==> config.mk <==
export PLATFORM = sky130hd
export DESIGN_NAME = reg_file_dumper
export DESIGN_NICKNAME = d
export VERILOG_FILES = /design/src/rtl/reg_file_dumper_pkg.sv /design/src/rtl/reg_file_dumper_word_serializer.sv /design/src/rtl/reg_file_dumper.sv
export SDC_FILE = /design/constraint.sdc
export NUM_CORES = 1
export LEC_CHECK = 0
export BUFFER_PORTS_ARGS = -buffer_cell sky130_fd_sc_hd__buf_4
export CORE_ASPECT_RATIO = 1.1
export CORE_MARGIN = 2
export CORE_UTILIZATION = 35
export CTS_CLUSTER_DIAMETER = 40
export DETAILED_ROUTE_END_ITERATION = 16
export MAX_ROUTING_LAYER = met4
export SLEW_MARGIN = 5
export SYNTH_ARGS = -nofsm -noshare
export SYNTH_HDL_FRONTEND = slang
export SYNTH_SLANG_ARGS = --single-unit
==> constraint.sdc <==
create_clock -name clk -period 4.34 [get_ports clk]
set_input_delay 0.217 -clock clk [delete_from_list [all_inputs] [get_ports clk]]
set_output_delay 0.217 -clock clk [all_outputs]
set_load 0.005 [all_outputs]
==> src/rtl/reg_file_dumper_pkg.sv <==
// Shared definitions for the register-file debug dumper.
//   state_t        : dumper FSM states (IDLE, LOAD, SEND, WAIT, DONE)
//   BYTE_W         : width of one serialized transfer (the UART byte)
//   BYTES_PER_WORD : bytes per register word at the default 32-bit width
//   bytes_per_word : same quantity for any register width
package reg_file_dumper_pkg;

  localparam int BYTE_W = 8;
  localparam int BYTES_PER_WORD = 32 / BYTE_W;

  typedef enum logic [2:0] {
    IDLE = 3'd0,
    LOAD = 3'd1,
    SEND = 3'd2,
    WAIT = 3'd3,
    DONE = 3'd4
  } state_t;

  function automatic int bytes_per_word(input int width);
    return width / BYTE_W;
  endfunction

endpackage

==> src/rtl/reg_file_dumper_word_serializer.sv <==
// Word serializer: captures one register word and presents it a byte at a
// time, most significant byte first.
//   clk, reset : clock and synchronous active-high reset
//   load       : capture load_data and restart at byte 0
//   shift      : advance to the next lower byte
//   load_data  : register word to capture
//   byte_out   : current byte (registered, top byte of the shift register)
//   last_byte  : the current byte is the least significant one of the word
module reg_file_dumper_word_serializer
  import reg_file_dumper_pkg::*;
#(
  parameter int WIDTH = 32
) (
  input  logic             clk,
  input  logic             reset,
  input  logic             load,
  input  logic             shift,
  input  logic [WIDTH-1:0] load_data,
  output logic [7:0]       byte_out,
  output logic             last_byte
);

  localparam int BPW   = bytes_per_word(WIDTH);
  localparam int IDX_W = (BPW > 1) ? $clog2(BPW) : 1;

  logic [WIDTH-1:0] shreg;
  logic [IDX_W-1:0] byte_idx;

  always_ff @(posedge clk) begin
    if (reset) begin
      shreg    <= '0;
      byte_idx <= '0;
    end else if (load) begin
      shreg    <= load_data;
      byte_idx <= '0;
    end else if (shift) begin
      // Shifting left keeps the byte to send in the top lane, so byte_out
      // is always a plain register slice.
      shreg    <= shreg << BYTE_W;
      byte_idx <= byte_idx + IDX_W'(1);
    end
  end

  assign byte_out  = shreg[WIDTH-1 -: BYTE_W];
  assign last_byte = (byte_idx == IDX_W'(BPW - 1));

endmodule

==> src/rtl/reg_file_dumper.sv <==
// Register-file dumper: on start, reads registers 0..NUM_REGISTERS-1 through
// the register file read port and sends each word MSB byte first as single
// byte transfers to the UART transmitter.
//   clk, reset : clock and synchronous active-high reset
//   start      : one-cycle dump request, honoured only in IDLE
//   rd_addr    : register file read address (current register, 0 in IDLE)
//   rd_data    : combinational register file read data for rd_addr
//   tx_start   : one-cycle pulse, tx_data holds a new byte
//   tx_data    : byte to transmit, stable from one tx_start to the next
//   tx_done    : one-cycle pulse from the transmitter, previous byte sent
//   busy       : dump in progress (LOAD through DONE)
//   done       : one-cycle pulse after the final byte's tx_done
//
// Handshake: each byte is offered with a single tx_start pulse; the block
// then waits for exactly one tx_done before offering anything else. A
// tx_done arriving outside WAIT (including the SEND cycle itself) is
// dropped, so the transmitter must answer after the cycle of tx_start.
module reg_file_dumper
  import reg_file_dumper_pkg::*;
#(
  parameter int WIDTH         = 32,
  parameter int WIDTH_ADD     = 5,
  parameter int NUM_REGISTERS = 32
) (
  input  logic                 clk,
  input  logic                 reset,
  input  logic                 start,
  output logic [WIDTH_ADD-1:0] rd_addr,
  input  logic [WIDTH-1:0]     rd_data,
  output logic                 tx_start,
  output logic [7:0]           tx_data,
  input  logic                 tx_done,
  output logic                 busy,
  output logic                 done
);

  // Explicit terminal value so the register loop never depends on the
  // index counter wrapping when NUM_REGISTERS < 2**WIDTH_ADD.
  localparam logic [WIDTH_ADD-1:0] LAST_REG = WIDTH_ADD'(NUM_REGISTERS - 1);

  state_t               state, state_next;
  logic [WIDTH_ADD-1:0] reg_idx;
  logic                 ser_load;
  logic                 ser_shift;
  logic                 reg_inc;
  logic                 last_byte;

  always_ff @(posedge clk) begin
    if (reset) begin
      state <= IDLE;
    end else begin
      state <= state_next;
    end
  end

  always_comb begin
    state_next = state;
    ser_load   = 1'b0;
    ser_shift  = 1'b0;
    reg_inc    = 1'b0;
    tx_start   = 1'b0;
    busy       = 1'b1;
    done       = 1'b0;
    case (state)
      IDLE: begin
        busy = 1'b0;
        if (start) begin
          state_next = LOAD;
        end
      end
      LOAD: begin
        ser_load   = 1'b1;
        state_next = SEND;
      end
      SEND: begin
        tx_start   = 1'b1;
        state_next = WAIT;
      end
      WAIT: begin
        if (tx_done) begin
          if (!last_byte) begin
            ser_shift  = 1'b1;
            state_next = SEND;
          end else if (reg_idx < LAST_REG) begin
            reg_inc    = 1'b1;
            state_next = LOAD;
          end else begin
            state_next = DONE;
          end
        end
      end
      DONE: begin
        done       = 1'b1;
        state_next = IDLE;
      end
      default: begin
        busy       = 1'b0;
        state_next = IDLE;
      end
    endcase
  end

  // Cleared on leaving DONE as well as on start so rd_addr reads 0 in IDLE.
  always_ff @(posedge clk) begin
    if (reset) begin
      reg_idx <= '0;
    end else if ((state == DONE) || ((state == IDLE) && start)) begin
      reg_idx <= '0;
    end else if (reg_inc) begin
      reg_idx <= reg_idx + WIDTH_ADD'(1);
    end
  end

  assign rd_addr = reg_idx;

  // rd_data is captured at the edge ending LOAD; the register file writes
  // on the falling edge, so the read data is settled by then.
  reg_file_dumper_word_serializer #(
    .WIDTH(WIDTH)
  ) u_serializer (
    .clk       (clk),
    .reset     (reset),
    .load      (ser_load),
    .shift     (ser_shift),
    .load_data (rd_data),
    .byte_out  (tx_data),
    .last_byte (last_byte)
  );

endmodule

Word-level counts from Yosys, hierarchy flattened
Index checks and enable logic that the tools add are counted.
W data, S select, Z words.
{ "classes": {"muxes": 18, "eq_ne": 7, "n_addsub": 2, "div_mod_pow": 0, "bitwise_logic": 0, "shifts": 0, "n_lt_le_gt_ge": 1, "mul": 0, "reduce_logical": 8} }
{ "ops": {"columns": ["operator", "count"], "rows": [
  ["$mux W32", 2],
  ["$mux W3", 4],
  ["$pmux W3 S4", 1],
  ["$mux W1", 11],
  ["$eq A3 B2 Y1 const B", 2],
  ["$add A5 B1 Y5 const B", 1],
  ["$lt A5 B5 Y1 const B", 1],
  ["$ne A2 B2 Y1 const B", 2],
  ["$reduce_or A2 Y1", 2],
  ["$reduce_or A4 Y1", 1],
  ["$eq A3 B1 Y1 const B", 1],
  ["$eq A3 B3 Y1 const B", 1],
  ["$logic_not A3 Y1", 1],
  ["$add A2 B1 Y2 const B", 1],
  ["$eq A2 B2 Y1 const B", 1],
  ["$reduce_and A2 Y1", 1],
  ["$reduce_bool A2 Y1", 1],
  ["$logic_and A1 B1 Y1", 1],
  ["$logic_or A1 B1 Y1", 1]
]} }
{ "word_totals": {"inputBits": 36, "output_inout_bits": 16, "latchBits": 0, "romBits": 0, "mem_count": 0, "wordCells": 40, "ram_bits": 0, "ff_bits": 42} }

Depth between registers and ports, before layout
Gate-level depths: netlist (run 1).
{ "depth": {"word_depth": 6, "depth_mapped": 5, "mapped_depth_nobuf": 4} }

By module
A second synthesis (run 1) with hierarchy kept.
{ "unflattened": {"cells_unflattened": 214, "area_unflattened_um2": 2070.7} }
{ "by_module_without_submodules": {"columns": ["module", "area_per_inst_um2", "instances", "seq_area_each_um2", "cells_per_inst"], "rows": [
  ["reg_file_dumper_word_serializer", 1574.0, 1, 680.7, 158],
  ["reg_file_dumper", 496.7, 1, 160.2, 56]
]} }

Worst setup path after synthesis (run 1)
Ideal clock, no wire load.
{ "synth_path": {"path_kind": "register -> register", "from": "reg u_serializer.byte_idx[0]", "to": "reg u_serializer.shreg[1]", "path_slack_ns": 2.967, "required_time_ns": 4.270, "t_arrival_ns": 1.302, "path_stages_with_launch": 6, "setup_time_ns": 0.070, "path_cell_list": "dfxtp_1 -> ha_1 -> clkbuf_1 -> clkbuf_1 -> o211ai_1 -> a21oi_1"} }
{ "synth_between": {"elab_chain_len": 5} }
{ "synth_rtl": {"columns": ["element", "line", "rtl"], "rows": [
  ["from (decl)", "reg_file_dumper_word_serializer.sv:27", "logic [IDX_W-1:0] byte_idx;"],
  ["from (signal assigned)", "reg_file_dumper_word_serializer.sv:40", "byte_idx <= byte_idx + IDX_W'(1);"],
  ["$eq A2 B2 Y1", "reg_file_dumper_word_serializer.sv:45", "assign last_byte = (byte_idx == IDX_W'(BPW - 1));"],
  ["$mux W1", "reg_file_dumper.sv:81", "if (!last_byte) begin"],
  ["$mux W1", "reg_file_dumper.sv:80", "if (tx_done) begin"],
  ["$mux W1", "reg_file_dumper.sv:64", "case (state)"],
  ["$reduce_bool A2 Y1 (no line)", null, null],
  ["to (signal assigned)", "reg_file_dumper_word_serializer.sv:34", "shreg <= load_data;"],
  ["to (signal assigned)", "reg_file_dumper_word_serializer.sv:39", "shreg <= shreg << BYTE_W;"],
  ["to (decl)", "reg_file_dumper_word_serializer.sv:26", "logic [WIDTH-1:0] shreg;"]
]} }
Every way passes these cells.
A chain may end at the register's enable or synchronous reset.

Worst setup path after layout (run 1)
{ "layout_path": {"from": "reg u_serializer.byte_idx[0]", "to": "reg reg_idx[0] (netlist: rd_addr[0])"} }
{ "layout_between": {"elab_chain_len": 4} }
{ "layout_rtl": {"columns": ["element", "line", "rtl"], "rows": [
  ["$eq A2 B2 Y1", "reg_file_dumper_word_serializer.sv:45", null],
  ["$mux W1", "reg_file_dumper.sv:81", null],
  ["$mux W1", "reg_file_dumper.sv:80", null],
  ["$mux W1", "reg_file_dumper.sv:64", null],
  ["to (signal assigned)", "reg_file_dumper.sv:110", "reg_idx <= reg_idx + WIDTH_ADD'(1);"],
  ["to (decl)", "reg_file_dumper.sv:42", "logic [WIDTH_ADD-1:0] reg_idx;"]
]} }
Every way passes these cells.

==> impl_results.md, run 1 <==
- Asr flop ratio synth: 0%
- Vias/cell: about 5.4
- Routability cong.: between 0.7 and 0.8
- Cell Pwr Density: 349 nW/µm²
- Switching portion of total power: between 20% and 30%
- R2R setup slack: 1940 ps
- Vias in the first global route: 1800
- # hold bufs at CTS: 0
- Clock power share: 34.9%
- Crit start category: flip-flop
- Seq cells post-synth: 42
- Leading cell type in the layout, fill and taps excluded: buf_4
- Post-synthesis cell count: between 200 and 300
- Pins Over Slew Limit: 0
- RSZ-0062 raised after global routing: false
- Delay-heaviest family, CP: buffers and inverters
- Ant diodes: 0
- Post-synth EDFFs: 0
- Initial antenna violation count: 0
- Clock Latency Late Sink: around 290 ps
- Main flop type after synthesis: dfxtp_1
- Post-Syn Nets: around 290
- WP data arrival: between 2000 and 3000 ps
- Drt first-iter violations: about 130
- Worst VDD drop: 0.119 mV
- Clock Skew: a little under 10 ps
- First-pass GRT wire length: 8.70 mm
- Nets: 316
- Critical path buffers and inverters: 2
- Synthesis Warnings: 0
- Fraction of layout instances using a drive strength above 1: a little under a quarter
- Die Ht: between 80 and 90 µm
- I/O pins: 52
- Initial core utilization: a little over a third
- Clk buf depth: 2
- Req. time, crit path: ~4600 ps
- Cell Area, Synth: 2080 µm²
- Fin crit share: 55.2%
- IO Port Bufs: 51
- Syn_area_per_cell: between 8 and 9 µm²
- Root Driver: clkbuf_8
- Final setup fails: 0
- Setup Buffers After CTS: 0
- Seq/Total Area, Yosys: between 40% and 50%
- Routed Antenna Nets: 0
- Worst Tran Pin Value: about 1100 ps
- Comb pwr share: 15.8%
- Maximum number of pins on one net before global-route repair: 42
- Min Hold Slack: approximately 170 ps
- GRT Total Usage: roughly 17%
- Clock-pin slew on the worst setup and hold paths: around 80 ps
- Post-route setup TNS: 0 ps
- Area Growth Syn to Fin: 20.9%
- WS Path Type: reg2reg
- Max Freq: between 400 and 500 MHz
- Overall Power: 0.876 mW
- Sequential power share: 49.3%
- Worst-path maximum fanout: 41
- CTS tree: yes
- Total grt overflow: 0
- Worst Setup End Kind: flip-flop
- DR WL/cell: between 10 and 15 µm
- HPWL Detailed: 3.19 mm
- CTS buffer count: 5
- Initial DRT Pass Iterations: 4
- Int Pwr: between 0.6 and 0.7 mW
- Total wire length: 5.14 mm
- Remaining DRCs: 0
- Die ar.: roughly 6600 µm²
- Die width: about 77 µm
- Switch Pwr: 0.223 mW
- Vias: 1937
- Crit-path max cell delay: between 700 and 800 ps
- Slowest cell on crit path: clkinv_1
- Core area: 5730 µm²
- Critical Path, Cell by Cell: ha_1 -> buf_4 -> clkinv_1 -> a211oi_4 -> mux2i_1
- Post-route minimum period: about 2400 ps
- Row count: 29
- Post-cts sizing count: 0
- Clock sink count: 42
- MaxCap Viol Count: 0
- Commonest non-fill, non-tap cells in the layout: 54 x buf_4, 42 x dfxtp_1, 27 x nor2_1, 26 x o21ai_0, 25 x a211oi_1
- Status: finished clean
- HP Class: in2reg
- Final hold violation count: 0
- Leak pwr: just over 0.9 nW
- Slew margin rel.: between 20% and 30%
- Post-synth cell types: 33
- H-tree Lvls: 2
cell usage after synthesis, drive strengths merged (2+ instances only):
library cell / n / share of area [%]
a21oi: 12 / 2.9
buf: 20 / 6.5
inv: 4 / 0.72
a211oi: 26 / 10
nand2: 11 / 2.0
a31oi: 24 / 7.2
clkinv: 2 / 0.36
nor2: 27 / 4.9
nor3b: 4 / 1.7
dfxtp: 42 / 41
nand4: 4 / 1.2
o211ai: 14 / 5.1
clkbuf: 13 / 2.4
ha: 2 / 1.2
o21ai: 28 / 6.8
and4: 3 / 1.3
mux2i: 3 / 1.4
stage by stage:
stage / std cells / area (µm²) / utilization (%) / setup slack (ps)
4_1_cts: 356 / 2510 / 43.8 / 1960
3_5_place_dp: 348 / 2400 / 41.9 / 1980
5_1_grt: 356 / 2510 / 43.8 / 1750
6_report: 356 / 2510 / 43.8 / 1940
2_1_floorplan: 250 / 2080 / - / 2970
3_3_place_gp: 348 / 2400 / 41.9 / 2020
cells by family (layout without fill, tap and decap cells):
logic type	after synthesis	after routing	synth area share, %
AOI/OAI and AO/OA	106	106	32.7
and+or+nand+nor	57	57	13.8
DFF	42	42	40.5
buffers and inverters	39	68	9.95
muxes	3	3	1.45
adders and majority gates	2	2	1.21
xor gates and xnor gates	1	1	0.422
power groups by stage:
stage | clock network [mW] | registers [mW] | logic, mW
CTS | 0.314 | 0.432 | 0.140
finish | 0.306 | 0.432 | 0.138
detailed placement | 0 | 0.441 | 0.140
global route | 0.327 | 0.436 | 0.157
floorplan | 0 | 0.436 | 0.0973
global placement | 0 | 0.440 | 0.138
path summary, 6_finish.rpt:
path | start | endpoint | cells past startpoint
setup / recovery | u_serializer.byte_idx[0] | rd_addr[0] | 5
setup reg to reg | u_serializer.byte_idx[0] | rd_addr[0] | 5
hold / removal | rd_data[0] | u_serializer.shreg[0] | 3
hold reg to reg | u_serializer.shreg[26] | u_serializer.shreg[26] | 2
flip-flops by register name (all words and copies together) (netlist names):
register               flops
u_serializer.shreg        32
rd_addr                    5
state                      3
u_serializer.byte_idx      2
worst register-to-register path, stage by stage (launching register included):
cell and delay (ps):
dfxtp_1 350, ha_1 150, buf_4 350, clkinv_1 760, a211oi_4 510, mux2i_1 210
per-layer routing:
| layer | up-vias | global-route usage [%] | wire, µm |
|---|---|---|---|
| met3 | 7 | 4.09 | 236 |
| met1 | 906 | 20.8 | 2420 |
| li1 | 974 | - | - |
| met4 | 0 | 5.68 | 78 |
| met5 | - | - | 0 |
| met2 | 50 | 26.7 | 2400 |
area by class of cell:
type,instances,area (µm²)
flip-flops and latches,42,841
repair buffers,54,405
inverters,6,22.5
clock buffers,5,68.8
multi-input cells,169,1030
fillers,605,3220
clock inverters,3,40.0
well taps,77,96.3
No activity file was read; power rests on OpenSTA's default activity.
==> run 2, diff against run 1 <==
Settings changed: ABC_AREA set to 1.
Clock period 4.34 ns to 2.1 ns, I/O delays scaled along.
==> run 2 against run 1 <==
  * Utilization shrank 1.1 points
  * Power grew 110%
  * Register-to-register slack got worse by 1600 ps
  * Combinational power rose by 150%
  * Die area grew 4.1%
  * Global-route usage fell by 1.6 points
  * Hold slack got worse by 110 ps
  * Wire length decreased by 5.1%
  * Sequential power grew 100%
  * Non-clock buffer count unchanged
  * Critical path type unchanged
  * Largest power group unchanged
==> impl_results.md, run 2 <==
- WS Path Type: reg2reg
- Vias: 2070 (+6.9%)
- GRT Total Usage: 15.2% (-1.6 points)
- Non-filler cells, final: 436 (+22%)
- Vias/cell: 4.75 (-13%)
- Pins Over Slew Limit: 0 (unchanged)
- CTS buffer count: 5 (unchanged)
- HPWL Detailed: 3.30 mm (+3.3%)
- Clk buf depth: 2 (unchanged)
- Maximum number of pins on one net before global-route repair: 36 (-14%)
- Seq/Total Area, Yosys: 38.8% (-1.7 points)
- Worst Tran Pin Value: 582 ps (-548 ps)
- Total wire length: 4.88 mm (-5.1%)
- Setup Buffers After CTS: 0 (unchanged)
- Clock Skew: 8.26 ps (-1.44 ps)
- Routability cong.: 0.799 (+5.9%)
- Core area: 6080 µm² (+6.1%)
- Largest register by flop count: u_serializer.shreg
- Row count: 30 (+3.4%)
- Crit-path max cell delay: 440 ps (-310 ps)
- Post-synth EDFFs: 0 (unchanged)
- Clock-pin slew on the worst setup and hold paths: 90 ps (about the same)
- Worst VDD drop: 0.397 mV (+230%)
- Ant diodes: 0 (unchanged)
- Critical path buffers and inverters: 2 (unchanged)
- RSZ-0062 raised after global routing: false
- Top post-synthesis cells by area: dfxtp_1 39%, nand2_1 22%, nand3_1 9.7%
- CTS tree: yes
- DR WL/cell: 11.2 µm (-23%)
- Synthesis Warnings: 0 (unchanged)
- Post-Syn Nets: 359 (+25%)
- Crit start category: flip-flop
- Overall Power: 1.85 mW (+110%)
- IO Port Bufs: 51 (unchanged)
- Main flop type after synthesis: dfxtp_1
- Delay-heaviest family, CP: simple AND/OR/NAND/NOR gates
- Cell taking the most area after synthesis: dfxtp_1
- Seq cells post-synth: 42 (unchanged)
- Min Hold Slack: 62.2 ps (-106 ps)
- Req. time, crit path: 2270 ps (-2300 ps)
- Post-synthesis cell count: 321 (+28%)
- Largest register FFs: 32 (unchanged)
- Total grt overflow: 0 (unchanged)
- First-pass GRT wire length: 8.22 mm (-5.5%)
- Remaining DRCs: 0 (unchanged)
- I/O pins: 52 (unchanged)
- Pre-CTS setup slack: 367 ps (-1620 ps)
- Cell Count Post-Placement: 428 (+23%)
- Final setup fails: 0 (unchanged)
- Initial core utilization: 35.6% (-0.61 points)
- Post-cts sizing count: 0 (unchanged)
- # hold bufs at CTS: 0 (unchanged)
- Cell Pwr Density: 715 nW/µm² (+100%)
- Post-route setup TNS: 0 ps (unchanged)
- Routed Antenna Nets: 0 (unchanged)
- Slew margin rel.: 60.8% (+36 points)
- Final core occ: 42.6% (-1.1 points)
- Syn_area_per_cell: 6.74 µm² (-19%)
- Most common cell in the netlist: nand2_1
- Root Driver: clkbuf_8
- Cell Area, Placed: 2480 µm² (+3.4%)
- Worst Setup End Kind: flip-flop
- Fraction of layout instances using a drive strength above 1: 19.9% (-3.0 points)
- Clock sink count: 42 (unchanged)
- CP dominant cell by count: nand2_1
- Drt first-iter violations: 63 (-53%)
- Worst-path maximum fanout: 32 (-22%)
- Commonest non-fill, non-tap cells in the layout: 129 x nand2_1, 54 x buf_4, 42 x nand3_1, 42 x dfxtp_1, 40 x a21oi_1
- MaxCap Viol Count: 0 (unchanged)
- H-tree Lvls: 2 (unchanged)
- Asr flop ratio synth: 0% (unchanged)
- Vias in the first global route: 1918 (+6.6%)
- Initial DRT Pass Iterations: 4 (unchanged)
- Leak pwr: 1.14 nW (+26%)
- Slowest cell on crit path: dfxtp_1
- Critical Path, Cell by Cell: inv_2 -> nand2_4 -> clkinv_2 -> nand2_1 -> nand2_1 -> nand2_1 -> a21oi_1
- Initial antenna violation count: 0 (unchanged)
- Nets: 393 (+24%)
- Die Ht: 86.5 µm (+2.0%)
- Cell Area, Synth: 2160 µm² (+4.3%)
- Area Growth Syn to Fin: 19.7%
- Die width: 79.0 µm (+2.0%)
- Die ar.: 6830 µm² (+4.1%)
- HP Class: in2reg
- Finished Cell Area: 2590 µm² (+3.3%)
- Status: finished clean
- Final hold violation count: 0 (unchanged)
- Synth top area share: 38.8% (-1.7 points)
- Fillers: 681 (+13%)
- Post-synth cell types: 22 (-33%)
- Fin crit share: 83.8% (+29 points)
- Clock Latency Late Sink: 300 ps (about the same)
- Max Freq: 568 MHz (+36%)
- Worst Slack Setup Final: 340 ps (-1600 ps)
- WP data arrival: 1930 ps (-700 ps)
- Leading cell type in the layout, fill and taps excluded: nand2_1
- Synth top cells by count: 129 x nand2_1, 42 x dfxtp_1, 42 x nand3_1, 40 x a21oi_1, 12 x inv_1
- Post-route minimum period: 1760 ps (-638 ps)
## run 2: path summary, 6_finish.rpt
kind	start	end	slack, ps	depth (start not counted)
hold / removal	rd_data[3]	u_serializer.shreg[3]	60	3
setup / recovery	state[2]	u_serializer.shreg[12]	340	7
hold reg to reg	u_serializer.byte_idx[1]	u_serializer.byte_idx[1]	470	2
setup reg to reg	state[2]	u_serializer.shreg[12]	340	7
## run 2: final cells by class
| cell class | count | area [µm²] | area share (%) |
|---|---|---|---|
| well taps | 80 | 100 | 3.86 |
| flip-flops and latches | 42 | 841 | 32.4 |
| multi-input cells | 237 | 1080 | 41.6 |
| clock buffers | 6 | 72.6 | 2.80 |
| clock inverters | 2 | 37.5 | 1.45 |
| repair buffers | 54 | 405 | 15.6 |
| inverters | 15 | 57.6 | 2.22 |
## run 2: metal layers
metal / vias up / global-route usage [%] / wire [µm]
li1: 1087 / - / -
met1: 935 / 18.6 / 2340
met2: 44 / 24.9 / 2240
met3: 4 / 3.96 / 259
met4: 0 / 4.39 / 41
met5: - / - / 0
## run 2: cells by family (layout without fill, tap and decap cells)
family	Yosys count	in the layout	synth area share, %
AND/OR/NAND/NOR	191	191	37.9
flip-flops	42	42	38.8
buffers and inverters	42	77	11.4
AO/OA/AOI/OAI	41	41	9.48
XOR/XNOR	3	3	1.21
adder cells (fa/ha/maj)	2	2	1.16
## run 2: worst min-delay path, cell delays in order
cell and delay, ps:
buf_4 110, nand2_1 50, a21oi_1 50
## run 2: where the power goes
part           switching [mW]  internal [mW]
clock                   0.292          0.355
combinational           0.209          0.134
sequential             0.0267          0.837
